### config.mk
export PLATFORM = sky130hd
export DESIGN_NAME = pipeline_hazard_ctrl
export DESIGN_NICKNAME = d
export VERILOG_FILES = /design/src/rtl/pipeline_hazard_ctrl.sv
export SDC_FILE = /design/constraint.sdc
export NUM_CORES = 1
export LEC_CHECK = 0
export BUFFER_PORTS_ARGS = -buffer_cell sky130_fd_sc_hd__buf_2
export CAP_MARGIN = 20
export CELL_PAD_IN_SITES_DETAIL_PLACEMENT = 1
export CELL_PAD_IN_SITES_GLOBAL_PLACEMENT = 1
export CORE_MARGIN = 2
export CORE_UTILIZATION = 28
export DETAILED_ROUTE_END_ITERATION = 7
export GPL_TIMING_DRIVEN = 0
export HOLD_SLACK_MARGIN = 0.02
export PLACE_DENSITY_LB_ADDON = 0.1
export SYNTH_ARGS = -nofsm -noshare
export SYNTH_HDL_FRONTEND = slang
export SYNTH_SLANG_ARGS = --single-unit
### constraint.sdc
create_clock -name clk -period 5.06 [get_ports clk]
set_clock_uncertainty 0.1 [all_clocks]
set_input_delay 1.265 -clock clk [delete_from_list [all_inputs] [get_ports clk]]
set_output_delay 1.265 -clock clk [all_outputs]
set_load 0.005 [all_outputs]
### src/rtl/pipeline_hazard_ctrl.sv
// Hazard/stall controller for the five-stage core: load-use, redirect squash and FPU occupancy.
// Optional performance counters are enabled with `define PIPE_HAZARD_PERF_EN.
module pipeline_hazard_ctrl #(
    parameter int REGFILE_LEN   = 6,
    parameter int FPU_LATENCY   = 4,
    parameter int FPU_CNT_WIDTH = 3
) (
    input  logic                   clk,
    input  logic                   rst,
    input  logic                   id_valid,
    input  logic [REGFILE_LEN-1:0] id_rs1,
    input  logic [REGFILE_LEN-1:0] id_rs2,
    input  logic                   id_uses_rs1,
    input  logic                   id_uses_rs2,
    input  logic                   id_alu_fpu,
    input  logic [REGFILE_LEN-1:0] ex_rd,
    input  logic                   ex_mem_read,
    input  logic                   ex_reg_write,
    input  logic                   branch_taken,
`ifdef PIPE_HAZARD_PERF_EN
    input  logic                   perf_clr,
    output logic [31:0]            stall_cycles,
    output logic [31:0]            flush_count,
`endif
    output logic                   pc_stall,
    output logic                   if_id_stall,
    output logic                   if_id_flush,
    output logic                   id_ex_stall,
    output logic                   id_ex_bubble,
    output logic                   ex_mem_bubble,
    output logic                   fpu_busy
);

    typedef enum logic {RUN, FPU_WAIT} state_t;

    localparam logic [FPU_CNT_WIDTH-1:0] CNT_INIT = FPU_CNT_WIDTH'(FPU_LATENCY - 1);
    localparam logic [FPU_CNT_WIDTH-1:0] CNT_ONE  = FPU_CNT_WIDTH'(1);

    state_t                   state, state_next;
    logic [FPU_CNT_WIDTH-1:0] cnt, cnt_next;
    logic                     load_use;
    logic                     fpu_issue;

    always_ff @(posedge clk or posedge rst) begin
        if (rst) begin
            state <= RUN;
            cnt   <= '0;
        end else begin
            state <= state_next;
            cnt   <= cnt_next;
        end
    end

    always_comb begin
        load_use = id_valid & ex_mem_read & ex_reg_write & (ex_rd != '0) &
                   ((id_uses_rs1 & (id_rs1 == ex_rd)) | (id_uses_rs2 & (id_rs2 == ex_rd)));
        fpu_issue = (state == RUN) & id_valid & id_alu_fpu & ~branch_taken & ~load_use;

        state_next    = state;
        cnt_next      = cnt;
        pc_stall      = 1'b0;
        if_id_stall   = 1'b0;
        if_id_flush   = 1'b0;
        id_ex_stall   = 1'b0;
        id_ex_bubble  = 1'b0;
        ex_mem_bubble = 1'b0;
        fpu_busy      = (state == FPU_WAIT);

        case (state)
            FPU_WAIT: begin
                // Front end frozen; EX/MEM gets bubbles while the FPU op holds EX.
                pc_stall      = 1'b1;
                if_id_stall   = 1'b1;
                id_ex_stall   = 1'b1;
                ex_mem_bubble = 1'b1;
                cnt_next      = cnt - CNT_ONE;
                if (cnt == CNT_ONE) begin
                    state_next = RUN;
                end
            end
            default: begin
                if (branch_taken) begin
                    if_id_flush  = 1'b1;
                    id_ex_bubble = 1'b1;
                end else if (load_use) begin
                    // One bubble suffices: it clears ex_mem_read for the next compare.
                    pc_stall     = 1'b1;
                    if_id_stall  = 1'b1;
                    id_ex_bubble = 1'b1;
                end else if (fpu_issue && (FPU_LATENCY > 1)) begin
                    state_next = FPU_WAIT;
                    cnt_next   = CNT_INIT;
                end
            end
        endcase

        if (rst) begin
            pc_stall      = 1'b0;
            if_id_stall   = 1'b0;
            if_id_flush   = 1'b0;
            id_ex_stall   = 1'b0;
            id_ex_bubble  = 1'b0;
            ex_mem_bubble = 1'b0;
            fpu_busy      = 1'b0;
        end
    end

    // FPU ops never redirect, so a redirect while waiting means an upstream bug.
    no_branch_in_fpu_wait: assert property (@(posedge clk) disable iff (rst)
        (state == FPU_WAIT) |-> !branch_taken);

`ifdef PIPE_HAZARD_PERF_EN
    always_ff @(posedge clk or posedge rst) begin
        if (rst) begin
            stall_cycles <= '0;
            flush_count  <= '0;
        end else if (perf_clr) begin
            stall_cycles <= '0;
            flush_count  <= '0;
        end else begin
            if (pc_stall) begin
                stall_cycles <= stall_cycles + 32'd1;
            end
            if (if_id_flush) begin
                flush_count <= flush_count + 32'd1;
            end
        end
    end
`endif

endmodule

# --- After elaboration in Yosys (flattened, before gate mapping) ---
# Cells that the tools add are included.
classes:
  n_addsub: 1
  n_eq_ne: 5
  mux: 22
  bitwise_logic: 14
  reduce_logical: 3
op_table:
  columns: ["cell", "n"]
  rows:
  - ["$mux 1", 18]
  - ["$eq 6x6->1", 2]
  - ["$mux 3", 4]
  - ["$and 1x1->1", 10]
  - ["$reduce_bool 6->1", 1]
  - ["$eq 3x1->1 const B", 1]
  - ["$not 1->1", 3]
  - ["$reduce_and 3->1", 1]
  - ["$sub 3x1->3 const B", 1]
  - ["$ne 2x1->1 const B", 1]
  - ["$ne 2x2->1 const B", 1]
  - ["$reduce_bool 2->1", 1]
  - ["$or 1x1->1", 1]
word_totals:
  register_bits: 4
  input_bits: 27
  output_inout_bits: 7
  elab_cells: 47

# --- Longest topological paths before layout ---
# Gate-level depths: netlist of the first run.
depth:
  depth_word: 10
  depth_mapped: 5
  depth_no_buf: 5

# --- Least setup slack after synthesis of the first run ---
# No wires, ideal clock.
synth_timing:
  path_type: "input to output"
  start: "input ex_rd[2]"
  end: "output pc_stall"
  t_arrival_ns: 2.169
  t_required_ns: 3.695
  setup_slack_ns: 1.526
  stages: 5
  n_path_buf: 1
  path_cell_list: "nor4_1 nand2_1 and4_1 a31o_2 buf_4"
synth_via:
  elab_chain_len: 8
  elab_cells_between_ends: 12
  cone_classes: "2 x eq/ne; 4 x mux; 5 x bitwise; 1 x reduce/logical"
synth_rtl:
  columns: ["element", "line", "text"]
  rows:
  - ["start: declaration", "16", "input logic [REGFILE_LEN-1:0] ex_rd,"]
  - ["$eq 6x6->1", "56", "((id_uses_rs1 & (id_rs1 == ex_rd)) | (id_uses_rs2 & (id_rs2 == ex_rd)));"]
  - ["$and 1x1->1", "56", null]
  - ["$or 1x1->1", "56", null]
  - ["$and 1x1->1 *", "55", "load_use = id_valid & ex_mem_read & ex_reg_write & (ex_rd != '0) &"]
  - ["$mux 1 * (4 in series)", null, null]
  - ["end: declaration", "25", "output logic pc_stall,"]
# Mark *: on every way between the ends. The rest lies on a longest branch, timed or not.

# --- Worst setup path after layout of the first run ---
layout_timing:
  start: "input ex_rd[2]"
  end: "output pc_stall"
layout_via:
  elab_chain_len: 8
  elab_cells_between_ends: 12
  cone_classes: "2 x eq/ne; 4 x mux; 5 x bitwise; 1 x reduce/logical"
layout_rtl:
  columns: ["element", "line", "text"]
  rows:
  - ["$eq 6x6->1", "56", null]
  - ["$and 1x1->1", "56", null]
  - ["$or 1x1->1", "56", null]
  - ["$and 1x1->1 *", "55", null]
  - ["$mux 1 *", "85", "end else if (load_use) begin"]
  - ["$mux 1 *", "82", "if (branch_taken) begin"]
  - ["$mux 1 *", "69", "case (state)"]
  - ["$mux 1 *", "97", "if (rst) begin"]
# Marked as above.

==> reports/metrics.yaml, run 1 <==
finish:
  area_delta_synth_final_pct: 45.2
  fin_cells: 105
  n_antenna_cell: 0
  stdcell_area_um2: 667
  final_nets: 120
  utilization: 0.438
  layout-drive-gt1-share: 0.483
place:
  gp_congestion: 0.718
  dp_slack_ns: 1.20
  post_dp_cell_area_um2: 644
  dp_hpwl_um: 1130
  dp_cells: 102
  io_buffer_count: 33
timing:
  relSlewSlack: 0.822
  fin_crit_ns: 3.86
  fin_crit_sh: 0.763
  holdWs_ns: 0.457
  fmax_mhz: 259
  rsz0062_at_grt: "false"
  worst_slew_pin_slew_ns: 0.266
  slew_violations: 0
  tns_ns: 0
  fin_ws_ns: 1.20
  hold_violations: 0
  setup_viol: 0
floorplan:
  initial_core_util: 0.301
  num_rows: 14
  core_um2: 1520
  die_y_um: 44.5
  die_x_um: 44.5
  boundaryPins: 34
  die_area_um2: 1980
route:
  dr.pass1.iters: 3
  first_iter_violations: 2
  drt-total-wl_um: 1210
  via_per_inst: 4.91
  wl_per_cell_um: 11.5
  vias: 516
  route.detailed.drc: 0
  ant_nets: 0
yosys:
  yosysWarnings: 0
  synth_edf_count: 0
  synthCells: 53
  syn_area_per_cell_um2: 8.66
  seq_area_frac_synth: 0.218
  async_flop_share: 1.00
  ys_ff_latch: 4
  yosysUniqueCellTypes: 27
  synth_nets: 82
  synth_flop_cell: "dfrtp_1"
  netlist_area_um2: 459
cts:
  cts_resized: 0
  hold_buffers: 0
  cts_root_buf: "clkbuf_4"
  clkLatencyLatePin_ns: 0.23
  cts_tree: "done"
  cts.sinks: 4
  cts_inserted_buffers: 3
  cts_buffer_depth: 2
  clkTransAtPathRegs_ns: 0.03
  h-tree-depth: 1
  cts_setup_buffers: 0
worst_setup_path:
  r2r_start: "state$_DFF_PP0_"
  required_ns: 3.69
  path_class: "input port to output port"
  crit_fanout: 3
  r2r-end: "cnt[2]$_DFFE_PP0P_"
  cp_data_arrival_time_ns: 2.49
  cp-start-kind: "input port"
  cp-end-kind: "output port"
  reg2reg_depth: 4
  r2r_slack_ns: 3.77
flow_run:
  max-cap-violations: 0
power_and_ir_drop:
  power_uw: 221
  leakage_nw: 0.331
  powerDensity_nw_per_um2: 331
  ir_drop_mv: 0.215
grt:
  grt_antenna_before_repair: 0
  grt_pass1_vias: 512
  grt_pass1_wl_um: 1950
  track_usage: 0.135
  grt_max_degree: 11
  overflow: 0
hold_path:
  hold_depth: 2
  hp-class: "flip-flop to flip-flop"
  hp-start: "cnt[1]$_DFFE_PP0P_"
  holdPathEnd: "cnt[1]$_DFFE_PP0P_"
run_status:
  status: "finished, final reports clean"
[cell usage after synthesis (2+ instances only)]
master	n	area, um^2
buf_4	3	22.5
dfrtp_1	4	100
xnor2_1	12	105
nand4_1	3	18.8
nand2_1	2	7.51
inv_1	4	15.0
nor2_1	3	11.3
nand3_1	2	10.0
ha_1	2	25.0
[placed cells by master, fill, tap and decap left out, types with 2 or more instances in the layout]
master	count
buf_2	34
xnor2_1	12
inv_1	4
dfrtp_1	4
nand4_1	3
nor2_1	3
buf_4	3
clkbuf_4	3
nand3_1	2
nand2_1	2
ha_1	2
[cell type report]
class                   instances  area (um^2)
fillers                       202          857
multi-input cells              41          317
repair buffers                 33          165
flip-flops and latches          4          100
plain buffers                   4         27.5
clock buffers                   3         22.5
well taps                      16         20.0
inverters                       4         15.0
[flip-flops by register name (all words and copies together) (netlist names)]
name   count
cnt        3
state      1
[metal layers]
layer | track usage | wire length (um)
met1 | 0.156 | 504
met2 | 0.214 | 514
met5 | 0 | 0
met3 | 0.0612 | 174
met4 | 0.0545 | 13
[how the worst max path moves through the flow]
stage | start | end | slack [ns] | cells past startpoint
3_3_place_gp | ex_rd[2] | pc_stall | 1.19 | 7
6_report | ex_rd[2] | pc_stall | 1.20 | 7
2_1_floorplan | ex_rd[2] | pc_stall | 1.53 | 5
5_1_grt | ex_rd[2] | pc_stall | 1.13 | 7
3_5_place_dp | ex_rd[2] | pc_stall | 1.20 | 7
4_1_cts | ex_rd[2] | pc_stall | 1.19 | 7
[critical path: stages]
cell     delay, ns
buf_2         0.12
nor4_1        0.28
nand2_1       0.12
and4_1        0.23
a31o_2        0.24
buf_4         0.12
buf_2         0.11
[power breakdown]
group          switching [mW]  leakage (nW)  internal, mW
Sequential            0.00568        0.0471        0.0476
Clock                  0.0120        0.0138        0.0264
Combinational          0.0626         0.270        0.0666
Total                  0.0802         0.331         0.141
[kinds of logic (layout without fill, tap and decap cells)]
family / count (synthesis) / after routing / share of synthesized area
compound gates: 10 / 10 / 0.188
xor+xnor: 13 / 13 / 0.248
fa+ha+maj: 2 / 2 / 0.0545
buf+inv: 8 / 44 / 0.0926
flops: 4 / 4 / 0.218
mux: 1 / 1 / 0.0218
simple gates: 15 / 15 / 0.177
Power figures use the tool's default switching activity.
==> inputs of run 2 (changes only) <==
--- a/config.mk
+++ b/config.mk
@@ -10,7 +10,7 @@
 export CELL_PAD_IN_SITES_DETAIL_PLACEMENT = 1
 export CELL_PAD_IN_SITES_GLOBAL_PLACEMENT = 1
 export CORE_MARGIN = 2
-export CORE_UTILIZATION = 28
+export CORE_UTILIZATION = 26
 export DETAILED_ROUTE_END_ITERATION = 7
 export GPL_TIMING_DRIVEN = 0
 export HOLD_SLACK_MARGIN = 0.02
==> constraint.sdc (replaced) <==
create_clock -name clk -period 3.6 [get_ports clk]
set_clock_uncertainty 0.1 [all_clocks]
set_input_delay 0.9 -clock clk [delete_from_list [all_inputs] [get_ports clk]]
set_output_delay 0.9 -clock clk [all_outputs]
set_load 0.005 [all_outputs]
==> run 2 against run 1 <==
Effect of this change: clock-buffer cell count stayed put; hold slack better by 0.021 ns; non-clock buffer count stayed put; utilization is 4.2 points lower; global-route usage is 2.3 points lower; cell area is 0.19% higher; sequential cell count stayed put.
==> reports/metrics.yaml, run 2 (synthesized netlist as in run 1, its figures left out) <==
power_and_ir_drop:
  ir_drop_mv: 0.148
  leakage_nw: 0.331
  powerDensity_nw_per_um2: 474
timing:
  fin_crit_ns: 3.18
  hold_violations: 0
  fin_ws_ns: 0.422
  rsz0062_at_grt: "false"
  worst_slew_pin_slew_ns: 0.293
  fin_crit_sh: 0.883
  tns_ns: 0
  relSlewSlack: 0.803
  slew_violations: 0
  fmax_mhz: 315
  setup_viol: 0
cts:
  cts_inserted_buffers: 3
  cts_tree: "done"
  clkTransAtPathRegs_ns: 0.04
  cts_root_buf: "clkbuf_4"
  hold_buffers: 0
  cts.sinks: 4
  h-tree-depth: 1
  cts_buffer_depth: 2
  cts_resized: 0
  clkLatencyLatePin_ns: 0.23
  cts_setup_buffers: 0
finish:
  layout-drive-gt1-share: 0.483
  largest_reg_flops: 3
  area_delta_synth_final_pct: 45.5
  reg_top3: "cnt: 3 flops, state: 1 flops"
  n_antenna_cell: 0
  layout_common_cells: "34 x buf_2, 12 x xnor2_1, 4 x inv_1, 4 x dfrtp_1"
  largest-register: "cnt"
  final_nets: 120
  final_common_cell: "buf_2"
floorplan:
  initial_core_util: 0.272
  num_rows: 15
  die_y_um: 46.0
  boundaryPins: 34
  die_area_um2: 2120
  die_x_um: 46.0
  core_um2: 1690
worst_setup_path:
  crit_fanout: 3
  r2r-end: "cnt[2]$_DFFE_PP0P_"
  path_class: "input port to output port"
  r2r_slack_ns: 2.32
  crit_chain: "buf_2, nor4_1, nand2_1, and4_1, a31o_2, buf_4, buf_2"
  r2r_start: "state$_DFF_PP0_"
  required_ns: 2.60
  cp-end-kind: "output port"
  cpPeakStageDelay_ns: 0.32
  cp_slowest_cell: "nor4_1"
  cpMostUsedCell: "buf_2"
  critPathBufInv: 3
  cp-start-kind: "input port"
  reg2reg_depth: 4
  cp_data_arrival_time_ns: 2.18
  critical_path.top_delay_family: "simple AND/OR/NAND/NOR gates"
route:
  via_per_inst: 4.86
  first_iter_violations: 0
  wl_per_cell_um: 10.9
  dr.pass1.iters: 1
  drt-total-wl_um: 1160
  route.detailed.drc: 0
  vias: 515
  ant_nets: 0
grt:
  grt_pass1_wl_um: 1620
  grt_pass1_vias: 451
  grt_max_degree: 11
  track_usage: 0.112
  overflow: 0
  grt_antenna_before_repair: 0
hold_path:
  hp-class: "input port to asynchronous set/reset pin"
run_status:
  status: "finished, final reports clean"
place:
  dp_slack_ns: 0.411
  io_buffer_count: 33
  dp_hpwl_um: 1060
  gp_congestion: 0.720
flow_run:
  max-cap-violations: 0
## run 2: final cells by class
cell class                      instances  area (um^2)
Buffer                                  4         27.5
Clock buffer                            3         22.5
Fill cell                             221         1020
Inverter                                4         15.0
Multi-Input combinational cell         41          317
Sequential cell                         4          100
Tap cell                               17         21.3
Timing Repair Buffer                   33          165
## run 2: worst max path at each step
stage / slack [ns] / cells after the start / end / start
2_1_floorplan: 0.80 / 5 / pc_stall / ex_rd[2]
3_3_place_gp: 0.38 / 7 / pc_stall / ex_rd[2]
3_5_place_dp: 0.41 / 7 / pc_stall / ex_rd[2]
4_1_cts: 0.40 / 7 / pc_stall / ex_rd[2]
5_1_grt: 0.36 / 7 / pc_stall / ex_rd[2]
6_report: 0.42 / 7 / pc_stall / ex_rd[2]
## run 2: through the flow
step	utilization	cells	power (mW)	instance area (um^2)	hold WS (ns)
floorplan	-	53	0.202	459	0.422
global route	0.396	106	0.341	668	0.500
global placement	0.382	103	0.258	646	0.458
finish	0.396	106	0.316	668	0.478
detailed placement	0.382	103	0.265	646	0.477
CTS	0.396	106	0.321	668	0.478
## run 2: report_power, final
part	switching, mW	leakage (nW)	internal (mW)
logic	0.0904	0.270	0.0943
clock network	0.0175	0.0138	0.0372
registers	0.0100	0.0471	0.0670
total	0.118	0.331	0.199
## run 2: layer usage
layer | part of all wire | vias up | global-route usage
li1 | - | 258 | -
met1 | 0.39 | 226 | 0.116
met2 | 0.50 | 29 | 0.194
met3 | 0.095 | 2 | 0.0317
met4 | 0.016 | 0 | 0.0686
met5 | 0 | - | 0
## run 2: worst register-to-register path, cell delays in order, from the launching register on
cell and delay, ns:
dfrtp_1 0.31, buf_2 0.21, o21bai_1 0.20, o21ai_0 0.14, a22o_1 0.21
